$ cat config.mk
export PLATFORM = sky130hd
export DESIGN_NAME = mem_unit
export DESIGN_NICKNAME = d
export VERILOG_FILES = /design/src/rtl/mips_pkg.sv /design/src/rtl/mem_unit_flopenr.sv /design/src/rtl/mem_unit.sv
export SDC_FILE = /design/constraint.sdc
export NUM_CORES = 1
export LEC_CHECK = 0
export CORE_MARGIN = 2
export CORE_UTILIZATION = 37
export CTS_CLUSTER_SIZE = 25
export DETAILED_ROUTE_END_ITERATION = 8
export PLACE_DENSITY = 0.73
export SYNTH_ARGS = -nofsm -noshare
export SYNTH_HDL_FRONTEND = slang
export SYNTH_HIERARCHICAL = 1
export SYNTH_SLANG_ARGS = --single-unit
$ cat constraint.sdc
create_clock -name clk -period 1.7 [get_ports clk]
set_input_delay 0.34 -clock clk [delete_from_list [all_inputs] [get_ports clk]]
set_output_delay 0.34 -clock clk [all_outputs]
set_load 0.01 [all_outputs]
$ cat src/rtl/mips_pkg.sv
// Shared types for the multicycle MIPS datapath: memory-unit FSM states and
// memory operation kinds.
package mips_pkg;

  typedef enum logic [1:0] {
    IDLE = 2'd0,
    BUSY = 2'd1,
    DONE = 2'd2
  } mem_state_e;

  typedef enum logic [1:0] {
    FETCH = 2'd0,
    READ  = 2'd1,
    WRITE = 2'd2
  } mem_op_e;

  // Resolve simultaneous strobes: a store wins over a fetch, a fetch over a load.
  function automatic mem_op_e pick_op(input logic memwrite, input logic irwrite);
    if (memwrite)     return WRITE;
    else if (irwrite) return FETCH;
    else              return READ;
  endfunction

endpackage

$ cat src/rtl/mem_unit_flopenr.sv
// Enable register with synchronous active-high reset; holds the instruction
// and memory data registers of mem_unit.
module flopenr #(
  parameter int WIDTH = 32
) (
  input  logic             clk,
  input  logic             reset,
  input  logic             en,
  input  logic [WIDTH-1:0] d,
  output logic [WIDTH-1:0] q
);

  logic [WIDTH-1:0] q_d;
  logic [WIDTH-1:0] q_q;

  always_comb begin
    q_d = q_q;
    if (en) q_d = d;
  end

  always_ff @(posedge clk) begin
    if (reset) q_q <= '0;
    else       q_q <= q_d;
  end

  assign q = q_q;

endmodule

$ cat src/rtl/mem_unit.sv
// Memory access unit: turns decoder strobes into one bus transaction and
// stalls the decoder until it completes. MEM_UNIT_ALIGN_CHECK_EN enables misalignment trapping.
module mem_unit
  import mips_pkg::*;
#(
  parameter int ADDR_W = 32,
  parameter int DATA_W = 32
) (
  input  logic              clk,
  input  logic              reset,
  input  logic              IorD,
  input  logic              IRwrite,
  input  logic              memwrite,
  input  logic              memread,
  input  logic [ADDR_W-1:0] pc,
  input  logic [ADDR_W-1:0] aluout,
  input  logic [DATA_W-1:0] writedata,
  output logic [DATA_W-1:0] instr,
  output logic [DATA_W-1:0] data,
  output logic              stall,
  output logic              bus_req,
  output logic              bus_we,
  output logic [ADDR_W-1:0] bus_addr,
  output logic [DATA_W-1:0] bus_wdata,
  input  logic              bus_ready,
  input  logic [DATA_W-1:0] bus_rdata,
  output logic              misalign
);

  mem_state_e        state_d, state_q;
  mem_op_e           op_d, op_q;
  logic [ADDR_W-1:0] addr_d, addr_q;
  logic [DATA_W-1:0] wdata_d, wdata_q;

  logic              req;
  logic              misal;
  logic              busy;
  logic              instr_en;
  logic              data_en;
  logic [ADDR_W-1:0] sel_addr;

  assign req      = IRwrite | memread | memwrite;
  assign sel_addr = IorD ? aluout : pc;
  assign busy     = (state_q == BUSY);

`ifdef MEM_UNIT_ALIGN_CHECK_EN
  assign misal = (sel_addr[1:0] != 2'b00);
`else
  assign misal = 1'b0;
`endif

  always_comb begin
    state_d  = state_q;
    op_d     = op_q;
    addr_d   = addr_q;
    wdata_d  = wdata_q;
    instr_en = 1'b0;
    data_en  = 1'b0;
    case (state_q)
      IDLE: begin
        if (req) begin
          addr_d  = sel_addr;
          op_d    = pick_op(memwrite, IRwrite);
          wdata_d = writedata;
          // A misaligned access never reaches the bus; DONE carries the error pulse.
          state_d = misal ? DONE : BUSY;
        end
      end
      BUSY: begin
        if (bus_ready) begin
          state_d  = DONE;
          instr_en = (op_q == FETCH);
          data_en  = (op_q == READ);
        end
      end
      DONE:    state_d = IDLE;
      default: state_d = IDLE;
    endcase
  end

  always_ff @(posedge clk) begin
    if (reset) begin
      state_q <= IDLE;
      op_q    <= FETCH;
      addr_q  <= '0;
      wdata_q <= '0;
    end else begin
      state_q <= state_d;
      op_q    <= op_d;
      addr_q  <= addr_d;
      wdata_q <= wdata_d;
    end
  end

`ifdef MEM_UNIT_ALIGN_CHECK_EN
  logic misalign_d, misalign_q;

  always_comb begin
    misalign_d = (state_q == IDLE) && req && misal;
  end

  always_ff @(posedge clk) begin
    if (reset) misalign_q <= 1'b0;
    else       misalign_q <= misalign_d;
  end

  assign misalign = misalign_q;
`else
  assign misalign = 1'b0;
`endif

  // Bus outputs are forced to zero everywhere except BUSY.
  assign bus_req   = busy;
  assign bus_we    = busy && (op_q == WRITE);
  assign bus_addr  = busy ? addr_q  : '0;
  assign bus_wdata = busy ? wdata_q : '0;

  assign stall = !reset && (((state_q == IDLE) && req) || busy);

  flopenr #(.WIDTH(DATA_W)) u_instr_reg (
    .clk   (clk),
    .reset (reset),
    .en    (instr_en),
    .d     (bus_rdata),
    .q     (instr)
  );

  flopenr #(.WIDTH(DATA_W)) u_data_reg (
    .clk   (clk),
    .reset (reset),
    .en    (data_en),
    .d     (bus_rdata),
    .q     (data)
  );

endmodule

# --- Word level (Yosys, flattened, before mapping) ---
# Cells that the tools add are included.
word_totals:
  inputBits: 135
  word_cells: 34
  regBits: 132
  output_inout_bits: 132
classes:
  n_reduce_logical: 9
  muxes: 12
  n_bitwise: 2
  eq_ne: 5
op_table:
  columns: ["cell", "count"]
  rows:
  - ["two-way mux 32 bit", 3]
  - ["two-way mux 2 bit", 3]
  - ["two-way mux 1 bit", 5]
  - ["== test 2 x 1 -> 1 bit (second input constant)", 2]
  - ["zero test 2 bit", 2]
  - ["inequality test 2 bit (second input constant)", 2]
  - ["one-hot mux 2 bit (2 select lines)", 1]
  - ["AND reduction 2 bit", 2]
  - ["logical AND 1 bit", 3]
  - ["== test 2 bit (second input constant)", 1]
  - ["OR 1 bit", 2]
  - ["zero test 1 bit", 1]
  - ["logical OR 1 bit", 1]

# --- Depth between registers and ports, before layout ---
# Gate-level depths: netlist (run 1).
logic_depth:
  depth_word: 5
  mapped_depth: 8
  mapped_depth_nobuf: 5

# --- Hierarchy ---
# Netlist (run 1), hierarchy kept.
modules_own_cells:
  columns: ["mod", "cells_per_inst", "n_inst", "seq_area_each_um2", "area_per_inst_um2"]
  rows:
  - ["mem_unit", 391, 1, 1361.3, 3310.7]
  - ["flopenr", 103, 2, 640.6, 1163.6]

# --- Least setup slack after synthesis (run 1) ---
# OpenSTA, ideal clock, no wires.
synth_timing:
  kind: "register to register"
  startpoint: "reg state_q[1]"
  endpoint: "reg u_data_reg.q_q[0], in the netlist u_data_reg/q[0]"
  setup_ps: 128
  stages_incl_launch_ff: 9
  setup_slack_ps: 8
  required_time_ps: 1572
  path_buffers: 3
  t_arrival_ps: 1565
  period_less_slack_ps: 1692
  path_cell_list: "dfxtp_1 -> and2b_1 -> clkbuf_2 -> nand2_1 -> nor3b_1 -> buf_6 -> buf_12 -> mux2i_1 -> nor2_1"
synth_via:
  elab_chain_cells: 2
synth_rtl:
  columns: ["item", "line_no", "rtl"]
  rows:
  - ["start, declared", "mem_unit.sv:30", "mem_state_e state_d, state_q;"]
  - ["start signal, assigned", "mem_unit.sv:88", "state_q <= state_d;"]
  - ["== test 2 x 1 -> 1 bit", "mem_unit.sv:59", "case (state_q)"]
  - ["two-way mux 1 bit", "mem_unit.sv:59", null]
  - ["named net data_en", "mem_unit.sv:39", "logic data_en;"]
  - ["end signal, assigned", "mem_unit_flopenr.sv:23", "else q_q <= q_d;"]
  - ["end, declared", "mem_unit_flopenr.sv:14", "logic [WIDTH-1:0] q_q;"]
# The timed path passes the listed nets, and every way through them passes these cells.
# A chain may end at the register's enable or synchronous reset.

# --- Worst setup path in the final report (run 1) ---
layout_timing:
  startpoint: "reg state_q[1]"
  endpoint: "out bus_addr[17]"
layout_via:
  elab_chain_cells: 2
layout_rtl:
  columns: ["item", "line_no", "rtl"]
  rows:
  - ["== test 2 x 1 -> 1 bit", "mem_unit.sv:44", "assign busy = (state_q == BUSY);"]
  - ["two-way mux 32 bit", "mem_unit.sv:115", "assign bus_addr = busy ? addr_q : '0;"]
  - ["end, declared", "mem_unit.sv:23", "output logic [ADDR_W-1:0] bus_addr,"]
# Every way passes these cells.

==> results of run 1 <==
flip-flops by register name (all words and copies together), names as in the netlist:
name           count
addr_q            32
op_q               2
state_q            2
u_data_reg/q      32
u_instr_reg/q     32
wdata_q           32
power groups by stage:
stage               Combinational, W  Clock, W  Sequential, W
CTS                          0.00181   0.00354        0.00341
global route                 0.00205   0.00372        0.00344
floorplan                   0.000716         0        0.00346
global placement             0.00146         0        0.00345
detailed placement           0.00149         0        0.00346
finish                       0.00193   0.00349        0.00342
logic make-up after synthesis:
kind of cell    Yosys count  synth area share
flops                   132             0.469
mux                      96             0.170
buf+inv                  58            0.0670
other cells               1          0.000665
compound gates          133             0.133
simple gates            177             0.160
metrics by stage:
step                      total power, W  cells  setup TNS (ps)  utilization
after floorplan                  0.00417    597               0            -
after global placement           0.00491   1013          -38170        0.559
after detailed placement         0.00496   1013          -42050        0.559
after CTS                        0.00876   1067          -22510        0.631
after global routing             0.00922   1075          -29580        0.659
final                            0.00884   1075          -23330        0.659
routing by layer:
metal | wire length [um] | GRT usage
met2 | 9550 | 0.383
met1 | 7770 | 0.261
met5 | 0 | 0
met3 | 1610 | 0.0666
met4 | 393 | 0.0860
final cells by class:
class	instances	share of cell area
well taps	188	0.0237
clock inverters	11	0.0101
repair buffers	316	0.364
multi-input cells	407	0.288
flip-flops and latches	132	0.267
clock buffers	21	0.0475
final timing paths:
check	startpoint	endpoint	slack, ps	cells after the start
worst max register to register	state_q[1]$_SDFFE_PP0P_	u_data_reg/q[4]$_SDFFE_PP0P_	-210	9
worst min-delay path	IorD	addr_q[21]$_SDFFE_PP0P_	470	3
worst min register to register	wdata_q[20]$_SDFFE_PP0P_	wdata_q[20]$_SDFFE_PP0P_	480	2
worst max-delay path	state_q[1]$_SDFFE_PP0P_	bus_addr[17]	-270	6
cells in the final DEF (no fill, tap or decap), types with 2 or more instances in the layout:
cell,n
mux2i_1,92
buf_4,16
clkbuf_16,22
o21ai_0,33
clkbuf_8,3
dlymetal6s2s_1,7
buf_2,2
buf_6,73
a211oi_1,32
clkdlybuf4s50_1,186
nor3_4,2
clkinvlp_4,5
a21oi_1,66
buf_16,10
nor2_1,67
inv_6,2
dlygate4sd2_1,3
mux2i_2,4
dfxtp_2,2
dfxtp_1,130
nand2_1,2
and2_4,63
buf_12,14
clkinv_2,3
nand3_1,32
worst max-delay path, delay by kind of cell (launching register included):
kind	cells	cell delay, ps
flip-flops	1	310
AND/OR/NAND/NOR	2	440
buffers and inverters	4	450
repair_timing:
action                                  4_1_cts  5_1_grt
pin swaps                                    32       31
cloned                                       11        5
setup buffers                                11        6
gates resized for setup                     377       78
endpoints found under the setup margin      134      165
==> run_results.csv, run 1 <==
group,metric,value,unit
synthesis,yosysTopAreaCell,"dfxtp_1",
final_layout,fill_cells,1140,
grt,grt_max_degree,133,
final_layout,syn_to_final_growth,75.8,%
final_layout,stdcell_area,0.00991,mm^2
final_layout,seq_area,0.00265,mm^2
synthesis,ys_async_sr_fraction,0,
sta,drv_slew,0,
worst_setup_path,worst-setup-path-type,"register to primary output",
drt,drc,0,
clocking,holdBufCountCts,0,
drt,ant_nets,0,
worst_setup_path,cp-start-kind,"register",
power,power_frac_clock,0.394,
final_layout,multi_input_area,0.00285,mm^2
clocking,cts_htree_levels,4,
synthesis,synthTopCellsByArea,"dfxtp_1 (47%), mux2i_1 (17%), and2_1 (7.1%), a21oi_1 (5.9%), nor2_1 (4.5%)",
place,routabilityCongestion,0.801,
place,dpl.hpwl,11500,um
power,switching_share,0.259,
place,dp_slack,-476,ps
final_layout,nets,1009,
sta,fin_crit,1970,ps
floorplan,die_x,127,um
clocking,cts.clk_slew.worst_paths,60,ps
sta,worstMarginPinSlew,618,ps
synthesis,synth_edf_count,0,
synthesis,syn_area_per_cell,9.44,um^2
power,share_seq_of_total_power,0.387,
power,ir_drop,0.686,mV
sta,setup_slack,-271,ps
synthesis,synthFlopType,"dfxtp_1",
clocking,clock_latency,420,ps
power,p_comb_frac,0.218,
worst_setup_path,worst-path-max-fanout,6,
drt,first_pass_iters,5,
grt,grt_use_total,0.223,
synthesis,post-synth-top-count-cell,"dfxtp_1",
worst_setup_path,crit_slowest_cell,"dfxtp_2",
power,leakage,4.05,nW
floorplan,core_area,0.0150,mm^2
grt,grt_pass1_vias,5355,
run_status,outcome,"finished with violations",
drt,drtIter0Drc,342,
grt,grt_pass1_wl,28300,um
drt,drt-wirelength-per-cell,18.0,um
synthesis,yosys.cell_types.count,26,
power,power.internal,0.00655,W
worst_setup_path,worstPathCellList,"and2b_4, buf_12, buf_12, buf_16, and2_4, buf_6",
sta,skew,6.42,ps
floorplan,ioPinCount,267,
sta,min_period_over_period,1.16,
run_status,violations,"setup timing",
clocking,cts_tree,"yes",
floorplan,initial_core_util,0.375,
synthesis,yosys_warnings,6,
floorplan,die_y,127,um
grt,antenna_found_initial,0,
drt,drt_wl_total,19300,um
worst_setup_path,slowest_delay,310,ps
worst_setup_path,required,1360,ps
place,place_area,0.00841,mm^2
drt,avgViaCountPerCell,5.12,
worst_setup_path,worstSetupEndpointType,"primary output",
sta,fmax,507,MHz
synthesis,ys_ff_latch,132,
synthesis,synth_top_cell_area_share,0.469,
synthesis,syn_nets,732,
sta,rsz0062_at_grt,"yes",
sta,holdWs,469,ps
clocking,numCtsBuffers,17,
drt,vias,5505,
clocking,cts.sinks,132,
sta,finalHoldViolations,0,
power,p_per_area,892,mW/mm^2
synthesis,synth_seq_area_share,0.469,
floorplan,row_count,45,
clocking,cts_max_path_buffers,2,
grt,grt_overflow_total,0,
hold_path,hold_class,"input port to register",
sta,setup_viol,131,
sta,max_slew_margin,0.588,
worst_setup_path,critPathArrivalTime,1630,ps
run,drv_cap,0,
synthesis,netlist_instances,597,
synthesis,synth_top_cells_by_count,"dfxtp_1 (132), mux2i_1 (96), nor2_1 (68)",
worst_setup_path,path_common_cell,"buf_12",
final_layout,antennaDiodeCount,0,
floorplan,die_area,0.0162,mm^2
final_layout,drive_gt1_frac,0.259,
place,io_buffer_count,265,
clocking,clockRootBuffer,"clkbuf_16",
synthesis,synth_area,0.00564,mm^2
power,switchingPower,0.00229,W
(Power assumes the default switching activity.)
==> run 2, diff against run 1 <==
--- a/config.mk
+++ b/config.mk
@@ -6,10 +6,9 @@
 export NUM_CORES = 1
 export LEC_CHECK = 0
 export CORE_MARGIN = 2
-export CORE_UTILIZATION = 37
+export CORE_UTILIZATION = 30
 export CTS_CLUSTER_SIZE = 25
 export DETAILED_ROUTE_END_ITERATION = 8
-export PLACE_DENSITY = 0.73
 export SYNTH_ARGS = -nofsm -noshare
 export SYNTH_HDL_FRONTEND = slang
 export SYNTH_HIERARCHICAL = 1
==> run_results.csv, run 2 (synthesis results as in run 1) <==
group,metric,value,unit
run_status,outcome,"finished with violations",
run_status,violations,"setup timing",
grt,grt_max_degree,133,
clocking,cts_htree_levels,4,
hold_path,hold-path-endpoint,"wdata_q[15]$_SDFFE_PP0P_",
final_layout,nets,1004,
sta,rsz0062_at_grt,"yes",
clocking,cts_max_path_buffers,2,
clocking,numCtsBuffers,17,
drt,drt-wirelength-per-cell,16.8,um
final_layout,final_common_cell,"clkdlybuf4s50_1",
place,dpl.hpwl,11700,um
grt,antenna_found_initial,1,
worst_setup_path,reg2reg_depth,9,
clocking,clockRootBuffer,"clkbuf_16",
worst_setup_path,crit_slowest_cell,"dfxtp_2",
drt,drt_wl_total,18800,um
sta,worstMarginPinSlew,633,ps
run,drv_cap,0,
place,routabilityCongestion,0.715,
sta,finalHoldViolations,0,
worst_setup_path,worst-setup-path-type,"register to primary output",
grt,grt_pass1_vias,4945,
drt,drc,0,
worst_setup_path,required,1360,ps
clocking,cts_tree,"yes",
power,ir_drop,0.633,mV
floorplan,die_y,141,um
drt,drtIter0Drc,206,
sta,skew,7.61,ps
floorplan,die_area,0.0199,mm^2
floorplan,core_area,0.0186,mm^2
worst_setup_path,worstSetupEndpointType,"primary output",
clocking,clock_latency,420,ps
sta,setup_slack,-289,ps
worst_setup_path,worst-path-max-fanout,8,
drt,first_pass_iters,4,
hold_path,min_delay_path_depth,2,
hold_path,hold_start,"wdata_q[15]$_SDFFE_PP0P_",
final_layout,final_cell_count_no_fill,1116,
place,dp_cells,1065,
final_layout,drive_gt1_frac,0.238,
final_layout,syn_to_final_growth,72.2,%
worst_setup_path,cp-start-kind,"register",
clocking,cts.clk_slew.worst_paths,60,ps
final_layout,antennaDiodeCount,0,
final_layout,final_cell_mix,"clkdlybuf4s50_1 (189), dfxtp_1 (131), mux2i_1 (94)",
sta,min_period_over_period,1.17,
worst_setup_path,critPathArrivalTime,1650,ps
worst_setup_path,worstPathCellList,"and2b_4, buf_12, buf_12, clkbuf_16, and2_4, buf_6",
grt,grt_pass1_wl,27100,um
drt,ant_nets,0,
grt,grt_use_total,0.173,
floorplan,initial_core_util,0.303,
drt,vias,5257,
worst_setup_path,timing.rr.start,"state_q[1]$_SDFFE_PP0P_",
sta,fmax,503,MHz
place,dp_slack,-433,ps
worst_setup_path,r2r_end,"u_instr_reg/q[11]$_SDFFE_PP0P_",
sta,setup_viol,131,
grt,grt_overflow_total,0,
clocking,holdBufCountCts,0,
worst_setup_path,path_common_cell,"buf_12",
power,p_per_area,898,mW/mm^2
sta,max_slew_margin,0.578,
power,leakage,3.94,nW
sta,drv_slew,0,
final_layout,utilization,0.522,
floorplan,ioPinCount,267,
place,io_buffer_count,265,
drt,avgViaCountPerCell,4.71,
worst_setup_path,slowest_delay,320,ps
clocking,cts.sinks,132,
sta,fin_crit,1990,ps
floorplan,row_count,50,
floorplan,die_x,141,um
sta,fin_tns_setup,-23200,ps
hold_path,hold_class,"register to register",
worst_setup_path,reg2reg_slack,-260,ps
## run 2: changes by cell type in the layout (fill, tap and decap cells not counted), moves of 8 or more
cell	previous run	this run
buf_2	2	10
and2_4	63	50
buf_16	10	0
buf_6	73	61
and2_1	1	14
## run 2: what timing repair did
| item | CTS | global route |
|---|---|---|
| pin swaps | 0 | 41 |
| resized for setup | 144 | 264 |
| cloned | 0 | 10 |
| setup endpoints to repair | 131 | 170 |
| buffers inserted | 0 | 9 |
## run 2: worst max-delay path by stage
stage,start,cells past startpoint,to
2_1_floorplan,state_q[1]$_SDFFE_PP0P_,8,u_data_reg/q[0]$_SDFFE_PP0P_
3_3_place_gp,memwrite,5,stall
3_5_place_dp,memwrite,5,stall
4_1_cts,state_q[1]$_SDFFE_PP0P_,4,bus_wdata[25]
5_1_grt,state_q[1]$_SDFFE_PP0P_,6,bus_wdata[11]
6_report,state_q[1]$_SDFFE_PP0P_,6,bus_wdata[7]
## run 2: routing by layer
layer	GRT usage	up-vias	part of all wire
met5	0	-	0.00069
met4	0.0521	2	0.0090
met3	0.0795	17	0.097
met2	0.267	203	0.46
met1	0.217	2424	0.43
li1	-	2611	-
## run 2: where the power goes
group          internal (W)  switching (W)
clock network       0.00206        0.00146
logic               0.00102       0.000766
registers           0.00330       0.000101
## run 2: final cells by class
cell class | instances | area [um^2]
Sequential cell | 132 | 2640
Fill cell | 1732 | 8870
Clock buffer | 18 | 439
Tap cell | 234 | 293
Multi-Input combinational cell | 407 | 2810
Timing Repair Buffer | 311 | 3400
Clock inverter | 14 | 128
## run 2: stage by stage
stage / area, um^2 / hold WS [ps] / total power [W]
6_report: 9710 / 473 / 0.00871
5_1_grt: 9710 / 478 / 0.00912
4_1_cts: 9070 / 459 / 0.00850
3_5_place_dp: 8520 / 462 / 0.00496
3_3_place_gp: 8520 / 456 / 0.00495
2_1_floorplan: 5640 / 412 / 0.00417
## run 2: worst max-delay path: cells and delay by family, from the launching register on
kind	cells	cell delay, ps
buffers and inverters	4	480
DFF	1	320
and+or+nand+nor	2	440
